===== src/rtl/alu_pkg.sv =====
// ---------------------------------------------------------------------------
// alu_pkg
//   Shared definitions for the handshaked sequential ALU (alu_seq).
//   Contents:
//     OP_*        4-bit operation codes (legacy single-cycle encoding plus
//                 XOR, signed SLT, MUL, DIVU and REMU)
//     state_t     handshake FSM state encoding (S_IDLE, S_BUSY, S_DONE)
//     is_iterative  true when an op needs the multi-cycle mul/div unit
// ---------------------------------------------------------------------------
package alu_pkg;

    localparam logic [3:0] OP_AND  = 4'b0000;
    localparam logic [3:0] OP_OR   = 4'b0001;
    localparam logic [3:0] OP_ADD  = 4'b0010;
    localparam logic [3:0] OP_XOR  = 4'b0011;
    localparam logic [3:0] OP_MUL  = 4'b0100;
    localparam logic [3:0] OP_DIVU = 4'b0101;
    localparam logic [3:0] OP_SUB  = 4'b0110;
    localparam logic [3:0] OP_SLTU = 4'b0111;
    localparam logic [3:0] OP_REMU = 4'b1000;
    localparam logic [3:0] OP_SLT  = 4'b1001;
    localparam logic [3:0] OP_NOR  = 4'b1100;

    typedef enum logic [1:0] {
        S_IDLE = 2'd0,
        S_BUSY = 2'd1,
        S_DONE = 2'd2
    } state_t;

    // Divide by zero takes the single-cycle fast path, so only a real
    // division (or any multiply) goes through the iterative unit.
    function automatic logic is_iterative(input logic [3:0] op, input logic b_is_zero);
        return (op == OP_MUL) || (((op == OP_DIVU) || (op == OP_REMU)) && !b_is_zero);
    endfunction

endpackage


===== src/rtl/alu_muldiv_iter.sv =====
// ---------------------------------------------------------------------------
// alu_muldiv_iter
//   Iterative shift-add multiplier (low WIDTH bits) and restoring unsigned
//   divider sharing one set of working registers. One iteration per clock,
//   WIDTH iterations per operation.
//   Ports:
//     clk, rst_n     clock, asynchronous active-low reset
//     start          load operands and begin (one-cycle pulse)
//     op_sel         0 = multiply, 1 = divide
//     a, b           multiplicand/multiplier or dividend/divisor
//     busy           an operation is in progress
//     done           high during the final iteration cycle; the outputs
//                    then carry the final values and may be captured at
//                    the coming clock edge
//     prod_or_quot   product (multiply) or quotient (divide)
//     rem            remainder (divide)
// ---------------------------------------------------------------------------
module alu_muldiv_iter #(
    parameter int WIDTH = 32
) (
    input  logic             clk,
    input  logic             rst_n,
    input  logic             start,
    input  logic             op_sel,
    input  logic [WIDTH-1:0] a,
    input  logic [WIDTH-1:0] b,
    output logic             busy,
    output logic             done,
    output logic [WIDTH-1:0] prod_or_quot,
    output logic [WIDTH-1:0] rem
);

    localparam int CW = $clog2(WIDTH) + 1;

    logic [CW-1:0]    cnt;
    logic             div_mode;
    // Multiply: acc = partial product, shreg = multiplier, opnd = multiplicand.
    // Divide:   acc = partial remainder, shreg = dividend/quotient, opnd = divisor.
    logic [WIDTH-1:0] acc;
    logic [WIDTH-1:0] shreg;
    logic [WIDTH-1:0] opnd;
    logic [WIDTH-1:0] acc_nxt;
    logic [WIDTH-1:0] sh_nxt;
    logic [WIDTH-1:0] opnd_nxt;
    logic [WIDTH:0]   trial;
    logic [WIDTH:0]   diff;

    // One iteration step. For the divider the partial remainder is always
    // below the divisor, so trial - divisor fits in WIDTH bits whenever it
    // does not borrow, and the borrow bit alone decides the quotient bit.
    always_comb begin
        acc_nxt  = acc;
        sh_nxt   = shreg;
        opnd_nxt = opnd;
        trial    = {acc, shreg[WIDTH-1]};
        diff     = trial - {1'b0, opnd};
        if (div_mode) begin
            if (!diff[WIDTH]) begin
                acc_nxt = diff[WIDTH-1:0];
                sh_nxt  = {shreg[WIDTH-2:0], 1'b1};
            end else begin
                acc_nxt = trial[WIDTH-1:0];
                sh_nxt  = {shreg[WIDTH-2:0], 1'b0};
            end
        end else begin
            if (shreg[0]) begin
                acc_nxt = acc + opnd;
            end
            sh_nxt   = shreg >> 1;
            opnd_nxt = opnd << 1;
        end
    end

    // Working registers and iteration counter. The last iteration's value is
    // presented combinationally so the caller sees it without an extra cycle.
    always_ff @(posedge clk or negedge rst_n) begin
        if (!rst_n) begin
            busy     <= 1'b0;
            cnt      <= '0;
            div_mode <= 1'b0;
            acc      <= '0;
            shreg    <= '0;
            opnd     <= '0;
        end else if (start) begin
            busy     <= 1'b1;
            cnt      <= '0;
            div_mode <= op_sel;
            acc      <= '0;
            shreg    <= op_sel ? a : b;
            opnd     <= op_sel ? b : a;
        end else if (busy) begin
            acc   <= acc_nxt;
            shreg <= sh_nxt;
            opnd  <= opnd_nxt;
            cnt   <= cnt + CW'(1);
            if (cnt == CW'(WIDTH - 1)) begin
                busy <= 1'b0;
            end
        end
    end

    assign done         = busy && (cnt == CW'(WIDTH - 1));
    assign prod_or_quot = div_mode ? sh_nxt : acc_nxt;
    assign rem          = acc_nxt;

endmodule


===== src/rtl/alu_seq.sv =====
// ---------------------------------------------------------------------------
// alu_seq
//   Handshaked multi-cycle ALU between decode and writeback. Simple ops
//   complete in one cycle; MUL/DIVU/REMU run WIDTH iterations in
//   alu_muldiv_iter and stall the core through in_ready.
//   Ports:
//     clk, rst_n            clock, asynchronous active-low reset
//     in_valid / in_ready   operation handshake (op, a, b latched on accept)
//     op, a, b              operation code (alu_pkg) and operands
//     out_valid / out_ready result handshake; outputs held until taken
//     result                registered result
//     zero                  result == 0
//     ovf                   signed overflow for ADD/SUB, else 0
//     dbz                   DIVU/REMU with b == 0
// ---------------------------------------------------------------------------
module alu_seq
    import alu_pkg::*;
#(
    parameter int WIDTH = 32
) (
    input  logic             clk,
    input  logic             rst_n,
    input  logic             in_valid,
    output logic             in_ready,
    input  logic [3:0]       op,
    input  logic [WIDTH-1:0] a,
    input  logic [WIDTH-1:0] b,
    output logic             out_valid,
    input  logic             out_ready,
    output logic [WIDTH-1:0] result,
    output logic             zero,
    output logic             ovf,
    output logic             dbz
);

    state_t           state;
    logic [3:0]       op_q;
    logic             b_zero;
    logic             iter_op;
    logic             accept;
    logic [WIDTH-1:0] sum;
    logic [WIDTH-1:0] sub;
    logic [WIDTH-1:0] simple_res;
    logic             simple_ovf;
    logic             simple_dbz;
    logic             md_busy;
    logic             md_done;
    logic [WIDTH-1:0] md_pq;
    logic [WIDTH-1:0] md_rem;
    logic [WIDTH-1:0] md_res;

    assign b_zero  = (b == '0);
    assign iter_op = is_iterative(op, b_zero);
    // Gated by rst_n so upstream never sees a ready while the block is held in reset.
    assign in_ready = rst_n && ((state == S_IDLE) || ((state == S_DONE) && out_ready));
    assign accept   = in_valid && in_ready;
    assign sum      = a + b;
    assign sub      = a - b;

    // Single-cycle datapath, including the divide-by-zero fast path.
    always_comb begin
        simple_res = '0;
        simple_ovf = 1'b0;
        simple_dbz = 1'b0;
        case (op)
            OP_AND:  simple_res = a & b;
            OP_OR:   simple_res = a | b;
            OP_XOR:  simple_res = a ^ b;
            OP_NOR:  simple_res = ~(a | b);
            OP_ADD: begin
                simple_res = sum;
                simple_ovf = (a[WIDTH-1] == b[WIDTH-1]) && (sum[WIDTH-1] != a[WIDTH-1]);
            end
            OP_SUB: begin
                simple_res = sub;
                simple_ovf = (a[WIDTH-1] != b[WIDTH-1]) && (sub[WIDTH-1] != a[WIDTH-1]);
            end
            OP_SLTU: simple_res = {{(WIDTH-1){1'b0}}, (a < b)};
            OP_SLT:  simple_res = {{(WIDTH-1){1'b0}}, ($signed(a) < $signed(b))};
            OP_DIVU: begin
                simple_res = '1;
                simple_dbz = 1'b1;
            end
            OP_REMU: begin
                simple_res = a;
                simple_dbz = 1'b1;
            end
            default: simple_res = '0;
        endcase
    end

    alu_muldiv_iter #(
        .WIDTH (WIDTH)
    ) u_muldiv (
        .clk          (clk),
        .rst_n        (rst_n),
        .start        (accept && iter_op),
        .op_sel       (op != OP_MUL),
        .a            (a),
        .b            (b),
        .busy         (md_busy),
        .done         (md_done),
        .prod_or_quot (md_pq),
        .rem          (md_rem)
    );

    assign md_res = (op_q == OP_REMU) ? md_rem : md_pq;

    // Handshake FSM and output registers. A new accept takes priority so a
    // DONE state with out_ready and in_valid flows straight into the next op.
    always_ff @(posedge clk or negedge rst_n) begin
        if (!rst_n) begin
            state     <= S_IDLE;
            op_q      <= OP_AND;
            out_valid <= 1'b0;
            result    <= '0;
            zero      <= 1'b1;
            ovf       <= 1'b0;
            dbz       <= 1'b0;
        end else if (accept) begin
            op_q <= op;
            if (iter_op) begin
                state     <= S_BUSY;
                out_valid <= 1'b0;
            end else begin
                state     <= S_DONE;
                out_valid <= 1'b1;
                result    <= simple_res;
                zero      <= (simple_res == '0);
                ovf       <= simple_ovf;
                dbz       <= simple_dbz;
            end
        end else if ((state == S_BUSY) && md_done) begin
            state     <= S_DONE;
            out_valid <= 1'b1;
            result    <= md_res;
            zero      <= (md_res == '0);
            ovf       <= 1'b0;
            dbz       <= 1'b0;
        end else if ((state == S_DONE) && out_ready) begin
            state     <= S_IDLE;
            out_valid <= 1'b0;
        end
    end

    // The iterative unit must be running for as long as the FSM waits on it.
    a_busy_tracks_fsm: assert property (@(posedge clk) disable iff (!rst_n)
        (state == S_BUSY) |-> md_busy);

endmodule


===== config.mk =====
export PLATFORM = sky130hd
export DESIGN_NAME = alu_seq
export DESIGN_NICKNAME = d
export VERILOG_FILES = /design/src/rtl/alu_pkg.sv /design/src/rtl/alu_muldiv_iter.sv /design/src/rtl/alu_seq.sv
export SDC_FILE = /design/constraint.sdc
export NUM_CORES = 1
export LEC_CHECK = 0
export BUFFER_PORTS_ARGS = -buffer_cell sky130_fd_sc_hd__buf_2
export CORE_MARGIN = 2
export CORE_UTILIZATION = 35
export CTS_BUF_LIST = sky130_fd_sc_hd__clkbuf_8 sky130_fd_sc_hd__clkbuf_16
export DETAILED_ROUTE_END_ITERATION = 8
export GPL_TIMING_DRIVEN = 0
export HOLD_SLACK_MARGIN = 0.05
export SLEW_MARGIN = 20
export SYNTH_ARGS = -nofsm -noshare
export SYNTH_HDL_FRONTEND = slang
export SYNTH_SLANG_ARGS = --single-unit

===== constraint.sdc =====
create_clock -name clk -period 4.55 [get_ports clk]
set_input_delay 0.2275 -clock clk [delete_from_list [all_inputs] [get_ports clk]]
set_output_delay 0.2275 -clock clk [all_outputs]
set_load 0.02 [all_outputs]

Yosys cells after proc, flatten, opt, wreduce, memory -nomap -nowiden
Index checks and enable logic that the tools add are counted.
{ "word_totals": {"ram_bits": 0, "in_bits": 72, "rom_bits": 0, "mem_count": 0, "regBits": 146, "word_cells": 112, "out_inout_bits": 37, "latch_bits": 0} }
{ "classes": {"mul": 0, "reduce_logical": 24, "n_lt_le_gt_ge": 2, "n_shift": 0, "bitwise": 4, "n_eq_ne": 21, "n_div": 0, "n_mux": 43, "addsub": 5} }
{ "ops": {"columns": ["operator", "n"], "rows": [
  ["2-to-1 mux 32 bit", 18],
  ["case mux 32 bit (10 select lines)", 1],
  ["logical NOT 32 bit", 3],
  ["adder 32 bit", 2],
  ["less-than comparator 32 bit", 2],
  ["subtractor 33 x 32 -> 33 bit", 1],
  ["AND 32 bit", 1],
  ["NOT 32 bit", 1],
  ["bitwise OR 32 bit", 1],
  ["subtractor 32 bit", 1],
  ["bitwise XOR 32 bit", 1],
  ["2-to-1 mux 1 bit", 17],
  ["equality test 4 x 3 -> 1 bit, second input constant", 4],
  ["equality test 4 bit, second input constant", 4],
  ["2-to-1 mux 6 bit", 2],
  ["logical AND 1 bit", 9],
  ["equality test 4 x 2 -> 1 bit, second input constant", 2],
  ["2-to-1 mux 2 bit", 4],
  ["adder 6 x 1 -> 6 bit, second input constant", 1],
  ["equality test 6 x 5 -> 1 bit, second input constant", 1],
  ["equality test 4 x 1 -> 1 bit, second input constant", 1],
  ["logical NOT 4 bit", 1],
  ["!= test 4 x 3 -> 1 bit, second input constant", 1],
  ["AND reduction 2 bit", 2],
  ["13 further kinds", 18]
]} }

Longest topological paths before layout
{ "depth": {"ltp_word": 8, "depth_mapped": 18, "ltp_nobuf": 16} }

Modules after synthesis
Synthesis repeated with hierarchy kept, for this count alone.
{ "unflattened": {"cells_unflattened": 2665, "hier_area_um2": 19507.5} }
{ "by_module_without_submodules": {"columns": ["mod", "area_each_um2", "instances", "cells_each", "seq_area_each_um2"], "rows": [
  ["alu_muldiv_iter", 10591.4, 1, 1380, 2602.5],
  ["alu_seq", 8916.1, 1, 1285, 1027.2]
]} }

Least setup slack after synthesis
OpenSTA, ideal clock, no wires.
{ "synth_timing": {"path_type": "reg2reg", "start": "reg u_muldiv.acc[0]", "end": "reg zero", "t_required_ns": 4.464, "setup_ns": 0.086, "path_slack_ns": 0.972, "path_stages_with_launch": 15, "synth_period_minus_slack_ns": 3.578, "n_path_buf": 0, "arrival_ns": 3.492, "cell_sequence": "dfrtp_1 ha_1 fa_1 a21o_1 a221o_1 a41o_1 a211oi_2 a21oi_1 or2_1 a221oi_2 mux2i_1 a211o_1 o21ai_0 nand4b_1 o31ai_2"} }
{ "synth_via": {"elab_chain_len": 8, "elab_cells_between_ends": 12, "cone_classes": "add/sub: 2; mux: 9; reduce/logical: 1"} }
{ "synth_rtl": {"columns": ["element", "line_no", "rtl"], "rows": [
  ["from (decl)", "alu_muldiv_iter.sv:39", "logic [WIDTH-1:0] acc;"],
  ["from (signal assigned)", "alu_muldiv_iter.sv:92", "acc <= acc_nxt;"],
  ["subtractor 33 x 32 -> 33 bit / adder 32 bit (equally long branches)", "alu_muldiv_iter.sv:56, alu_muldiv_iter.sv:67", null],
  ["2-to-1 mux 32 bit, or another cell as far along", "alu_muldiv_iter.sv:58", "if (!diff[WIDTH]) begin"],
  ["2-to-1 mux 32 bit", "alu_muldiv_iter.sv:57", "if (div_mode) begin"],
  ["2-to-1 mux 32 bit", "alu_muldiv_iter.sv:103", "assign prod_or_quot = div_mode ? sh_nxt : acc_nxt;"],
  ["2-to-1 mux 32 bit (*)", "alu_seq.sv:107", "assign md_res = (op_q == OP_REMU) ? md_rem : md_pq;"],
  ["logical NOT 32 bit (*)", "alu_seq.sv:137", "zero <= (md_res == '0);"],
  ["2-to-1 mux 1 bit (*)", "alu_seq.sv:133", "end else if ((state == S_BUSY) && md_done) begin"],
  ["2-to-1 mux 1 bit (*)", "alu_seq.sv:120", "end else if (accept) begin"],
  ["to (signal assigned)", "alu_seq.sv:129", "zero <= (simple_res == '0);"],
  ["to (signal assigned)", "alu_seq.sv:137", null],
  ["to (decl)", "alu_seq.sv:31", "output logic zero,"]
]} }
Mark *: on every way between the ends. The rest lies on a longest branch, timed or not. The select of a mux whose other input is x is not followed.
A chain may end at the register's enable or synchronous reset.

Final worst setup path
{ "layout_timing": {"start": "in op[1]", "end": "reg zero"} }
{ "layout_via": {"elab_chain_len": 6, "elab_cells_between_ends": 20, "cone_classes": "eq/ne: 11; mux: 3; reduce/logical: 6"} }
{ "layout_rtl": {"columns": ["element", "line_no", "rtl"], "rows": [
  ["from (decl)", "alu_seq.sv:25", "input logic [3:0] op,"],
  ["branches (longest 6 deep; another with case mux 32 bit (10 select lines))", null, null]
]} }
Several ways; the timed one is not identified. The select of a mux whose other input is x is not followed.

==> results_dict.tcl <==
set metrics [dict create \
    port_buffers 106 \
    setup_tns_ns -0.01955 \
    synth.area.mux_share_pct 3.791 \
    setup_violations 1 \
    status "finished, violations left" \
    fp.dieArea_um2 55230 \
    synth_top_area_share_pct 19.29 \
    cp_top_family "buffers and inverters" \
    cts_tree "yes" \
    antenna_found_initial 0 \
    synth_top_family_by_area "compound AO/OA/AOI/OAI gates" \
    dp_hpwl_um 73820 \
    crit_path_top_delay_cell "clkbuf_1" \
    crit_chain "buf_2 > clkbuf_1 > clkbuf_1 > buf_1 > clkbuf_1 > o22ai_1 > a31oi_1 > nand2_1 > nor4_2 > nand4_1 > nor4_1 > a22oi_1 > o31ai_2" \
    grt_max_degree 95 \
    violations "setup timing" \
    hold_class "primary input to flop" \
    synth_ff_type "dfrtp_1" \
    timing.slew.headroom_pct 20.13 \
    cellLeakagePower_nw 9.108 \
    synth_warnings 0 \
    skew_ns 0.01141 \
    post-route-period-util_pct 100.4 \
    synth-seq-area-share_pct 19.43 \
    cts_max_path_buffers 2 \
    finalHoldViolCount 0 \
    worstMarginPinSlew_ns 1.187 \
    layout_min_cycle_time_ns 4.570 \
    synth_common_cells "306 x a21oi_1, 279 x nor2_1, 246 x nand2_1" \
    dr.pass1.iters 9 \
    fmax_mhz 218.8 \
    insertedDiodeCount 0 \
    synthTopCellsByArea "dfrtp_1 19%, ha_1 12%, a21oi_1 8.2%" \
    wirelength_um 92300 \
    synth_compound_area_share_pct 33.98 \
    postSynthCellCount 2599 \
    initial_utilization_pct 35.47 \
    cp.required_ns 4.91 \
    num_vias 21810 \
    syn_avg_cell_area_um2 7.187 \
    critPathMaxStageDelay_ns 0.80 \
    ios 109 \
    die_w_um 235.0 \
    critPathBufInv 5 \
    cts_buffers 17 \
    cp.arrival_ns 4.93 \
    clk_pin_slew_ns 0.06 \
    routed-wl-met3_um 7077 \
    drc_errors 0 \
    synth-edff-count 0 \
    clk_latency_ns 0.44 \
    critPathMostFrequentCell "clkbuf_1" \
    die_h_um 235.0 \
    layout_setup_ws_ns -0.01955 \
    yosysMostFrequentCell "a21oi_1" \
    syn_area_um2 18680 \
    synth_fa_ha_area_share_pct 11.95 \
    fp.coreArea_um2 52660 \
    drv_cap 0 \
    highest_layer "met4" \
    p_per_area_nw_per_um2 735.3 \
    fp-row-count 84 \
    cp_max_fo 10 \
    synthXorXnorAreaFrac_pct 3.188 \
    ys_ff_latch 145 \
    async_reset_ff_share_pct 100.0 \
    final_nets 2994 \
    clkSinkCount 145 \
    endpoint_kind "flop" \
    grt_pass1_vias 21060 \
    wl_met1_um 37400 \
    area_delta_synth_final_pct 13.79 \
    dr_wl_met2_um 42190 \
    h-tree-depth 4 \
    path_class "primary input to flop" \
    cp-start-kind "primary input" \
    place_congestion 1.018 \
    hold_ws_ns 0.09743 \
    cts-root-buf "clkbuf_16" \
    grtUsageTotal_pct 32.12 \
    grt_overflow_total 0 \
    ir_worst_vdd_v 0.0003420 \
    grt_first_pass_wirelength_um 135300 \
    viasPerCell 6.327 \
    synth.distinct_cells 99 \
    ant_nets 0 \
    drtIter0Drc 2515 \
    synthSimpleGateAreaFrac_pct 20.89 \
    layout-drive-gt1-share_pct 10.15 \
    synth_top_area_cell "dfrtp_1" \
    wl_per_cell_um 26.78 \
    synthesis.nets 2847 \
    final_max_slew_viol_count 0 \
]
metal layers:
metal  GRT usage, %  vias to the layer above
li1               -                     9883
met1          41.11                    10470
met2          52.22                     1182
met3          3.912                      271
met4          18.34                        0
met5              0                        -
sequential cells by signal (all words and copies together) (netlist names):
signal	flops
dbz	1
op_q	4
out_valid	1
ovf	1
result	32
state	1
u_muldiv.acc	32
u_muldiv.busy	1
u_muldiv.cnt	6
u_muldiv.div_mode	1
u_muldiv.opnd	32
u_muldiv.shreg	32
zero	1
kinds of logic after synthesis:
kind of cell	count (synthesis)
AOI/OAI and AO/OA	977
and+or+nand+nor	836
buffers and inverters	327
adders and majority gates	176
DFF	145
muxes	70
xor gates and xnor gates	68
area by class of cell:
cell class              count  area [um2]
plain buffers             175       708.2
clock buffers              19       452.9
clock inverters            13       185.2
fillers                  5532       31400
inverters                 150       565.5
multi-input cells        2127       14080
flip-flops and latches    145        3636
well taps                 688       860.8
repair buffers            130       764.5
report_power, final:
part	internal (mW)	switching (mW)
combinational	4.13	7.27
clock	0.947	0.603
sequential	1.87	0.800
total	6.95	8.68
layout by cell type (no fill, tap or decap), types with 22 or more instances in the layout:
cell type  count
a21oi_1      293
a211oi_1      77
nor2_1       274
nand2_1      246
inv_1        149
a21o_1        37
nor4_1        22
buf_2        116
ha_1         170
o31ai_1       23
dfrtp_1      139
o211ai_1      66
nand3_1       50
o21ai_0      188
xor2_1        28
a221oi_1      28
clkbuf_1     138
nand4_1       32
nor2b_1       26
mux2i_1       60
nor3_1        46
xnor2_1       40
per-stage QoR:
step	instance area (um2)	worst slack [ns]	power [mW]	utilization (%)	std cells
floorplan	18680	0.9721	9.686	-	2599
global placement	20070	-2.822	12.89	38.12	3393
detailed placement	20160	-1.011	13.01	38.28	3397
global route	21260	-0.02014	16.66	40.37	3447
finish	21260	-0.01955	15.63	40.37	3447
CTS	20980	0.009790	14.85	39.83	3436
worst min-delay path, cell delays in order:
cell and delay, ns:
buf_2 0.09, inv_1 0.06, o21ai_0 0.07, nand2_1 0.06
repair_timing:
action / 4_1_cts / 5_1_grt
endpoints found under the setup margin: 16 / 2
setup buffers: 5 / 13
pin swaps: 9 / 20
endpoints found under the hold margin: 51 / 0
resized for setup: 26 / 49
hold buffers: 2 / 0
final timing paths:
kind	startpoint	cells after the start	endpoint	slack [ns]
max	op[1]	13	zero	-0.02
min	out_ready	4	out_valid	0.1
max reg2reg	out_valid	13	zero	0.05
min reg2reg	result[25]	2	result[25]	0.49
max in group asynchronous	rst_n	3	u_muldiv.opnd[28]	3.42
min in group asynchronous	rst_n	3	u_muldiv.acc[1]	0.59
(Power assumes the default switching activity.)
